[src/rtl/btb_update_ctrl_pkg.sv]
// Shared definitions for the BTB update controller: geometry, FSM state
// encoding and the pending-update entry layout.
package btb_update_ctrl_pkg;

  localparam int unsigned WORD_SIZE   = 16;
  localparam int unsigned BUFFER_SIZE = 8;
  localparam int unsigned TAG_SIZE    = 8;
  localparam int unsigned TABLE_NUMS  = 256;
  localparam int unsigned FIFO_DEPTH  = 4;
  localparam int unsigned FIFO_PTR_W  = $clog2(FIFO_DEPTH) + 1;
  localparam int unsigned OVF_W       = 8;

  typedef enum logic {
    CLEAR = 1'b0,
    RUN   = 1'b1
  } state_e;

  typedef struct packed {
    logic [BUFFER_SIZE-1:0] idx;
    logic [TAG_SIZE-1:0]    tag;
    logic [WORD_SIZE-1:0]   target;
    logic                   taken;
  } upd_entry_t;

  // Split a resolved branch into the BTB index/tag/target/outcome fields.
  function automatic upd_entry_t make_entry(input logic [WORD_SIZE-1:0] pc,
                                            input logic [WORD_SIZE-1:0] target,
                                            input logic                 taken);
    upd_entry_t e;
    e.idx    = pc[BUFFER_SIZE-1:0];
    e.tag    = pc[WORD_SIZE-1 -: TAG_SIZE];
    e.target = target;
    e.taken  = taken;
    return e;
  endfunction

endpackage

[src/rtl/btb_update_ctrl_if.sv]
// Signal bundle between the EX branch unit / BTB write port / fetch and the
// BTB update controller.
//   master : the controller (consumes resolutions, drives BTB writes, redirect)
//   slave  : the surrounding pipeline and BTB
interface btb_update_ctrl_if;

  logic                                         flush_req;
  logic                                         res_valid;
  logic [btb_update_ctrl_pkg::WORD_SIZE-1:0]    res_pc;
  logic [btb_update_ctrl_pkg::WORD_SIZE-1:0]    res_target;
  logic                                         res_taken;
  logic                                         res_pred_valid;
  logic [btb_update_ctrl_pkg::WORD_SIZE-1:0]    res_pred_pc;
  logic                                         btb_wr_ready;

  logic                                         btb_wr_en;
  logic                                         btb_wr_clear;
  logic [btb_update_ctrl_pkg::BUFFER_SIZE-1:0]  btb_wr_idx;
  logic [btb_update_ctrl_pkg::TAG_SIZE-1:0]     btb_wr_tag;
  logic [btb_update_ctrl_pkg::WORD_SIZE-1:0]    btb_wr_target;
  logic                                         btb_wr_taken;
  logic                                         btb_lookup_en;
  logic                                         redirect_valid;
  logic [btb_update_ctrl_pkg::WORD_SIZE-1:0]    redirect_pc;
  logic [btb_update_ctrl_pkg::OVF_W-1:0]        overflow_cnt;
  logic                                         busy;

  modport master (
    input  flush_req, res_valid, res_pc, res_target, res_taken,
           res_pred_valid, res_pred_pc, btb_wr_ready,
    output btb_wr_en, btb_wr_clear, btb_wr_idx, btb_wr_tag, btb_wr_target,
           btb_wr_taken, btb_lookup_en, redirect_valid, redirect_pc,
           overflow_cnt, busy
  );

  modport slave (
    output flush_req, res_valid, res_pc, res_target, res_taken,
           res_pred_valid, res_pred_pc, btb_wr_ready,
    input  btb_wr_en, btb_wr_clear, btb_wr_idx, btb_wr_tag, btb_wr_target,
           btb_wr_taken, btb_lookup_en, redirect_valid, redirect_pc,
           overflow_cnt, busy
  );

endinterface

[src/rtl/btb_upd_fifo.sv]
// Pending BTB update queue. Synchronous FIFO; a pop in the same cycle frees
// the slot so a push into a full queue is accepted.
//   clk_i/rst_i : clock, synchronous active-high reset
//   clear_i     : drop all contents
//   push_i/din_i, pop_i/dout_o : enqueue / head of queue
//   full_o/empty_o : occupancy flags
module btb_upd_fifo
  import btb_update_ctrl_pkg::*;
(
  input  logic       clk_i,
  input  logic       rst_i,
  input  logic       clear_i,
  input  logic       push_i,
  input  upd_entry_t din_i,
  input  logic       pop_i,
  output upd_entry_t dout_o,
  output logic       full_o,
  output logic       empty_o
);

  localparam int unsigned IDX_W = FIFO_PTR_W - 1;

  upd_entry_t            mem_q [FIFO_DEPTH];
  logic [FIFO_PTR_W-1:0] wr_ptr_q, rd_ptr_q;
  logic                  do_push, do_pop;

  // Extra pointer MSB distinguishes full from empty; pointers wrap naturally.
  assign empty_o = (wr_ptr_q == rd_ptr_q);
  assign full_o  = (wr_ptr_q[IDX_W] != rd_ptr_q[IDX_W]) &&
                   (wr_ptr_q[IDX_W-1:0] == rd_ptr_q[IDX_W-1:0]);
  assign do_pop  = pop_i && !empty_o;
  assign do_push = push_i && (!full_o || do_pop);
  assign dout_o  = mem_q[rd_ptr_q[IDX_W-1:0]];

  // Pointer registers.
  always_ff @(posedge clk_i) begin
    if (rst_i || clear_i) begin
      wr_ptr_q <= '0;
      rd_ptr_q <= '0;
    end else begin
      if (do_push) wr_ptr_q <= wr_ptr_q + FIFO_PTR_W'(1);
      if (do_pop)  rd_ptr_q <= rd_ptr_q + FIFO_PTR_W'(1);
    end
  end

  // Storage.
  always_ff @(posedge clk_i) begin
    if (do_push && !clear_i) mem_q[wr_ptr_q[IDX_W-1:0]] <= din_i;
  end

endmodule

[src/rtl/btb_update_ctrl.sv]
// BTB update controller: runs the table clear walk after reset/flush, drains
// queued resolved-branch updates into the BTB write port, counts dropped
// updates and issues a registered fetch redirect on mispredict.
//   Clk, Reset : clock, synchronous active-high reset
//   bus        : resolution inputs, BTB write port, lookup gate, redirect,
//                overflow counter and busy (master side)
module btb_update_ctrl
  import btb_update_ctrl_pkg::*;
(
  input logic               Clk,
  input logic               Reset,
  btb_update_ctrl_if.master bus
);

  state_e                 state_q, state_d;
  logic [BUFFER_SIZE-1:0] clr_idx_q, clr_idx_d;
  logic                   redirect_valid_q;
  logic [WORD_SIZE-1:0]   redirect_pc_q;
  logic [OVF_W-1:0]       overflow_cnt_q;

  logic       mispredict_c, enq_req_c, push_c, pop_c;
  logic       fifo_full, fifo_empty;
  upd_entry_t fifo_head, new_entry;

  // State register.
  always_ff @(posedge Clk) begin
    if (Reset) begin
      state_q   <= CLEAR;
      clr_idx_q <= '0;
    end else begin
      state_q   <= state_d;
      clr_idx_q <= clr_idx_d;
    end
  end

  // Next state: flush restarts the walk from any state.
  always_comb begin
    state_d   = state_q;
    clr_idx_d = clr_idx_q;
    if (bus.flush_req) begin
      state_d   = CLEAR;
      clr_idx_d = '0;
    end else begin
      case (state_q)
        CLEAR: begin
          if (bus.btb_wr_ready) begin
            clr_idx_d = clr_idx_q + BUFFER_SIZE'(1);
            if (clr_idx_q == BUFFER_SIZE'(TABLE_NUMS - 1)) state_d = RUN;
          end
        end
        RUN:     state_d = RUN;
        default: state_d = CLEAR;
      endcase
    end
  end

  // Outputs: clear writes during the walk, queue-head writes in RUN.
  always_comb begin
    bus.btb_wr_en     = 1'b0;
    bus.btb_wr_clear  = 1'b0;
    bus.btb_wr_idx    = '0;
    bus.btb_wr_tag    = '0;
    bus.btb_wr_target = '0;
    bus.btb_wr_taken  = 1'b0;
    bus.btb_lookup_en = 1'b0;
    pop_c             = 1'b0;
    case (state_q)
      CLEAR: begin
        bus.btb_wr_en    = 1'b1;
        bus.btb_wr_clear = 1'b1;
        bus.btb_wr_idx   = clr_idx_q;
      end
      RUN: begin
        bus.btb_lookup_en = 1'b1;
        if (!fifo_empty) begin
          bus.btb_wr_en     = 1'b1;
          bus.btb_wr_idx    = fifo_head.idx;
          bus.btb_wr_tag    = fifo_head.tag;
          bus.btb_wr_target = fifo_head.target;
          bus.btb_wr_taken  = fifo_head.taken;
          pop_c             = bus.btb_wr_ready;
        end
      end
      default: ;
    endcase
    bus.busy = (state_q != RUN) || !fifo_empty;
  end

  assign mispredict_c = bus.res_valid &&
                        ((bus.res_taken != bus.res_pred_valid) ||
                         (bus.res_taken && (bus.res_pred_pc != bus.res_target)));

  // Only branches the BTB could hold or mispredicted-as-taken get recorded;
  // a flush in the same cycle discards the update.
  assign enq_req_c = bus.res_valid && (bus.res_taken || bus.res_pred_valid) &&
                     !bus.flush_req;
  assign push_c    = enq_req_c && (!fifo_full || pop_c);
  assign new_entry = make_entry(bus.res_pc, bus.res_target, bus.res_taken);

  btb_upd_fifo u_fifo (
    .clk_i   (Clk),
    .rst_i   (Reset),
    .clear_i (bus.flush_req),
    .push_i  (push_c),
    .din_i   (new_entry),
    .pop_i   (pop_c),
    .dout_o  (fifo_head),
    .full_o  (fifo_full),
    .empty_o (fifo_empty)
  );

  // Redirect and dropped-update counter.
  always_ff @(posedge Clk) begin
    if (Reset) begin
      redirect_valid_q <= 1'b0;
      redirect_pc_q    <= '0;
      overflow_cnt_q   <= '0;
    end else begin
      redirect_valid_q <= mispredict_c;
      if (mispredict_c) begin
        redirect_pc_q <= bus.res_taken ? bus.res_target
                                       : bus.res_pc + WORD_SIZE'(1);
      end
      if (enq_req_c && !push_c && (overflow_cnt_q != '1)) begin
        overflow_cnt_q <= overflow_cnt_q + OVF_W'(1);
      end
    end
  end

  assign bus.redirect_valid = redirect_valid_q;
  assign bus.redirect_pc    = redirect_pc_q;
  assign bus.overflow_cnt   = overflow_cnt_q;

endmodule

[src/flat_wrapper.sv]
// flat-port wrapper written by rule: the top's interface ports become plain ports
module btb_update_ctrl_flat import btb_update_ctrl_pkg::*;
  (Clk, Reset, bus_flush_req, bus_res_valid, bus_res_pc, bus_res_target, bus_res_taken, bus_res_pred_valid, bus_res_pred_pc, bus_btb_wr_ready, bus_btb_wr_en, bus_btb_wr_clear, bus_btb_wr_idx, bus_btb_wr_tag, bus_btb_wr_target, bus_btb_wr_taken, bus_btb_lookup_en, bus_redirect_valid, bus_redirect_pc, bus_overflow_cnt, bus_busy);
  btb_update_ctrl_if bus_i ();
  input logic Clk;
  input logic Reset;
  input wire logic [$bits(bus_i.flush_req)-1:0] bus_flush_req;
  input wire logic [$bits(bus_i.res_valid)-1:0] bus_res_valid;
  input wire logic [$bits(bus_i.res_pc)-1:0] bus_res_pc;
  input wire logic [$bits(bus_i.res_target)-1:0] bus_res_target;
  input wire logic [$bits(bus_i.res_taken)-1:0] bus_res_taken;
  input wire logic [$bits(bus_i.res_pred_valid)-1:0] bus_res_pred_valid;
  input wire logic [$bits(bus_i.res_pred_pc)-1:0] bus_res_pred_pc;
  input wire logic [$bits(bus_i.btb_wr_ready)-1:0] bus_btb_wr_ready;
  output wire logic [$bits(bus_i.btb_wr_en)-1:0] bus_btb_wr_en;
  output wire logic [$bits(bus_i.btb_wr_clear)-1:0] bus_btb_wr_clear;
  output wire logic [$bits(bus_i.btb_wr_idx)-1:0] bus_btb_wr_idx;
  output wire logic [$bits(bus_i.btb_wr_tag)-1:0] bus_btb_wr_tag;
  output wire logic [$bits(bus_i.btb_wr_target)-1:0] bus_btb_wr_target;
  output wire logic [$bits(bus_i.btb_wr_taken)-1:0] bus_btb_wr_taken;
  output wire logic [$bits(bus_i.btb_lookup_en)-1:0] bus_btb_lookup_en;
  output wire logic [$bits(bus_i.redirect_valid)-1:0] bus_redirect_valid;
  output wire logic [$bits(bus_i.redirect_pc)-1:0] bus_redirect_pc;
  output wire logic [$bits(bus_i.overflow_cnt)-1:0] bus_overflow_cnt;
  output wire logic [$bits(bus_i.busy)-1:0] bus_busy;
  assign bus_i.flush_req = bus_flush_req;
  assign bus_i.res_valid = bus_res_valid;
  assign bus_i.res_pc = bus_res_pc;
  assign bus_i.res_target = bus_res_target;
  assign bus_i.res_taken = bus_res_taken;
  assign bus_i.res_pred_valid = bus_res_pred_valid;
  assign bus_i.res_pred_pc = bus_res_pred_pc;
  assign bus_i.btb_wr_ready = bus_btb_wr_ready;
  assign bus_btb_wr_en = bus_i.btb_wr_en;
  assign bus_btb_wr_clear = bus_i.btb_wr_clear;
  assign bus_btb_wr_idx = bus_i.btb_wr_idx;
  assign bus_btb_wr_tag = bus_i.btb_wr_tag;
  assign bus_btb_wr_target = bus_i.btb_wr_target;
  assign bus_btb_wr_taken = bus_i.btb_wr_taken;
  assign bus_btb_lookup_en = bus_i.btb_lookup_en;
  assign bus_redirect_valid = bus_i.redirect_valid;
  assign bus_redirect_pc = bus_i.redirect_pc;
  assign bus_overflow_cnt = bus_i.overflow_cnt;
  assign bus_busy = bus_i.busy;
  btb_update_ctrl u_core (.Clk(Clk), .Reset(Reset), .bus(bus_i));
endmodule
[config.mk]
export PLATFORM = sky130hd
export DESIGN_NAME = btb_update_ctrl_flat
export DESIGN_NICKNAME = d
export VERILOG_FILES = /design/src/rtl/btb_update_ctrl_pkg.sv /design/src/rtl/btb_update_ctrl_if.sv /design/src/rtl/btb_upd_fifo.sv /design/src/rtl/btb_update_ctrl.sv /design/src/flat_wrapper.sv
export SDC_FILE = /design/constraint.sdc
export NUM_CORES = 1
export LEC_CHECK = 0
export ABC_AREA = 1
export BUFFER_PORTS_ARGS = -buffer_cell sky130_fd_sc_hd__clkbuf_2
export CAP_MARGIN = 20
export CORE_MARGIN = 2
export CORE_UTILIZATION = 57
export DETAILED_ROUTE_END_ITERATION = 12
export PLACE_DENSITY_LB_ADDON = 0.1
export SYNTH_ARGS = -nofsm -noshare
export SYNTH_HDL_FRONTEND = slang
export SYNTH_SLANG_ARGS = --single-unit
[constraint.sdc]
create_clock -name Clk -period 5.3 [get_ports Clk]
set_input_delay 1.06 -clock Clk [delete_from_list [all_inputs] [get_ports Clk]]
set_output_delay 1.06 -clock Clk [all_outputs]
set_load 0.03 [all_outputs]
==> impl_metrics.py <==
metrics = {
    "synthesis": {
        "syn_inst": 863,
        "synth_xor_area_share_pct": 0.6450,
        "ys.flop_type": "edfxtp_1",
        "synth-simple-area-share_pct": 19.60,
        "synth-edff-count": 132,
        "syn_area_um2": 7954,
        "netlist_top_cells_count": "183 x nor2_1, 138 x nand2_1, 132 x edfxtp_1",
        "yosysSeqAreaShare_pct": 60.41,
        "synthMuxAreaShare_pct": 0,
        "synth_largest_area_cell": "edfxtp_1",
        "synth-async-reset-ratio_pct": 0,
        "yosys.area_share.adder_pct": 1.416,
        "synth_top_family_by_area": "simple AND/OR/NAND/NOR gates",
        "yosysMostFrequentCell": "nor2_1",
        "synth_top_area_share_pct": 49.83,
        "synth-seq-cells": 174,
        "yosysWarnings": 0,
        "synth_area_leaders": "edfxtp_1 50%, dfxtp_1 11%, nor2_1 8.6%, nand2_1 6.5%, o21ai_0 6.2%",
        "synth.avg_cell_area_um2": 9.217,
        "synth.distinct_cells": 40,
        "synth_fp_nets": 927,
        "synth_compound_area_share_pct": 11.72,
    },
    "setup_path": {
        "cpPeakStageDelay_ns": 0.50,
        "worstPathCellList": "clkbuf_2 > clkinv_1 > ha_1 > nor3_4 > nand2_2 > nor2_2 > buf_4",
        "critPathMaxFanout": 26,
        "cp_top_family": "buffers and inverters",
        "endpoint_kind": "flop",
        "crit_slowest_cell": "clkinv_1",
        "critPathLaunchType": "input port",
        "cp.required_ns": 5.39,
        "cp_num_buf_inv": 3,
        "critical_path_class": "in -> reg",
        "cp.arrival_ns": 3.60,
    },
    "timing": {
        "max_slew_margin_pct": 30.17,
        "worst_pin_slew_ns": 1.047,
        "hold_viol_final": 0,
        "max_freq_mhz": 284.8,
        "maxSlewViolCount": 0,
        "post-route-period-util_pct": 66.26,
        "period_needed_ns": 3.512,
        "fin_setup_tns_ns": 0,
        "setup_viol": 0,
        "rsz0062_at_grt": "false",
        "finClkSkew_ns": 0.01160,
    },
    "power_and_ir_drop": {
        "powerDensity_nw_per_um2": 330.5,
        "p_leak_nw": 3.895,
        "switching_share_pct": 21.44,
        "p_int_mw": 2.424,
        "p_switching_uw": 661.5,
        "finalPower_mw": 3.085,
        "p_seq_share_pct": 48.7,
        "combPwrFrac_pct": 6.6,
        "pwr-share-clk_pct": 44.7,
        "ir_drop_uv": 264.7,
    },
    "floorplan": {
        "core_um2": 13770,
        "die_x_um": 122.1,
        "start_util_pct": 57.75,
        "io_pins": 117,
        "dieArea_um2": 14910,
        "rows": 43,
        "die_h_um": 122.1,
    },
    "route": {
        "wl_um": 18860,
        "vias": 6224,
        "ant_nets": 0,
        "routed_via_density": 5.356,
        "drc": 0,
        "wl_per_cell_um": 16.23,
        "dr.pass1.iters": 7,
        "drt_iter0_markers": 575,
    },
    "clocking": {
        "ctsHtreeMaxLevel": 4,
        "cts_sinks": 174,
        "root_buffer": "clkbuf_16",
        "cts_setup_buffers": 0,
        "clock_latency_ns": 0.44,
        "cts_hold_buf": 0,
        "post_cts_resized": 0,
        "clockBufferDepth": 2,
        "cts_tree": "built",
        "cts_buffers": 17,
        "clk_pin_slew_ns": 0.06,
    },
    "grt": {
        "grt_pass1_vias": 5655,
        "grt_max_degree": 67,
        "grt_pass1_wl_um": 29300,
        "overflow": 0,
        "antenna_found_initial": 0,
        "grtUsageTotal_pct": 26.34,
    },
    "finish": {
        "nFillCells": 1129,
        "drive_gt1_share_pct": 18.64,
        "fin_nets": 1033,
        "final_cells": 1162,
        "n_antenna_cell": 0,
        "syn_to_final_growth_pct": 17.35,
    },
    "run": {
        "maxCapViolCount": 0,
    },
    "run_status": {
        "status": "finished, final reports clean",
    },
    "place": {
        "place_congestion": 0.9236,
        "dp_hpwl_um": 12320,
        "dp_cells": 1129,
        "port_buffers": 116,
    },
    "min_path": {
        "min-delay-path-class": "reg -> reg",
    },
}
flip-flops by register name, indices dropped and copies added, names as in the netlist, named ones only:
register / count
u_core.u_fifo.mem_q: 132
u_core.bus.overflow_cnt: 8
u_core.state_q: 1
u_core.clr_idx_q: 8
u_core.u_fifo.rd_ptr_q: 3
u_core.bus.redirect_pc: 16
u_core.bus.redirect_valid: 1
u_core.u_fifo.wr_ptr_q: 3
worst reg2reg max path: cells and delay by family (launching register included):
kind	cells	cell delay, ns
flops	1	0.60
buf+inv	2	0.70
simple gates	2	0.61
compound gates	1	0.32
cell families (layout without fill, tap and decap cells):
| logic type | Yosys count | after routing |
|---|---|---|
| compound gates | 174 | 174 |
| xor+xnor | 5 | 5 |
| fa+ha+maj | 9 | 9 |
| buf+inv | 122 | 241 |
| flops | 174 | 174 |
| simple gates | 379 | 379 |
per-layer routing:
layer  track usage [%]  up-vias  routed length [µm]
met1             35.10     2910                8247
li1                  -     3087                   -
met3             6.507       22                1284
met2             43.05      205                9070
met5                 0        -                   0
met4             7.687        0                 256
cell type report:
| class | instances | area, µm² | area share, % |
|---|---|---|---|
| Clock buffer | 21 | 470.5 | 5.040 |
| Clock inverter | 11 | 186.4 | 1.997 |
| Timing Repair Buffer | 123 | 653.1 | 6.997 |
| Sequential cell | 174 | 4806 | 51.49 |
| Tap cell | 180 | 225.2 | 2.413 |
| Inverter | 86 | 322.8 | 3.458 |
| Multi-Input combinational cell | 567 | 2670 | 28.61 |
layout by cell type (no fill, tap or decap), types with 17 or more instances in the layout:
master	synthesis	routed
nor2_1	183	179
nand2_1	138	138
edfxtp_1	132	132
clkbuf_2	0	116
o21ai_0	99	99
inv_1	77	77
a21oi_1	56	56
dfxtp_1	42	41
nand3_1	31	31
clkbuf_16	0	17
power by group through the flow:
| stage | clock [mW] | sequential, mW | combinational (mW) |
|---|---|---|---|
| after detailed placement | 0 | 1.53 | 0.201 |
| after global placement | 0 | 1.53 | 0.198 |
| after global routing | 1.44 | 1.51 | 0.228 |
| after CTS | 1.39 | 1.50 | 0.204 |
| final | 1.38 | 1.50 | 0.204 |
| after floorplan | 0 | 1.55 | 0.0983 |
per-stage QoR:
stage | hold slack [ns] | cell area, µm² | utilization [%] | setup WS (ns)
after detailed placement | 0.4719 | 8650 | 62.80 | 1.357
after floorplan | 0.4523 | 7954 | - | 1.291
final | 0.4876 | 9334 | 67.77 | 1.788
after global placement | 0.4743 | 8650 | 62.80 | 1.426
after global routing | 0.5139 | 9334 | 67.77 | 1.543
after CTS | 0.4897 | 9306 | 67.57 | 1.522
path summary, 6_finish.rpt:
path / to / slack, ns / cells past startpoint / startpoint
hold / removal: u_core.bus.redirect_pc[10]$_SDFFE_PP0P_ / 0.49 / 2 / u_core.bus.redirect_pc[10]$_SDFFE_PP0P_
hold reg to reg: u_core.bus.redirect_pc[10]$_SDFFE_PP0P_ / 0.49 / 2 / u_core.bus.redirect_pc[10]$_SDFFE_PP0P_
setup / recovery: u_core.u_fifo.mem_q[1][26]$_DFFE_PP_ / 1.79 / 7 / bus_res_taken
setup reg to reg: u_core.u_fifo.mem_q[1][26]$_DFFE_PP_ / 2.70 / 5 / u_core.state_q$_SDFF_PP0_
Power figures use the tool's default switching activity.
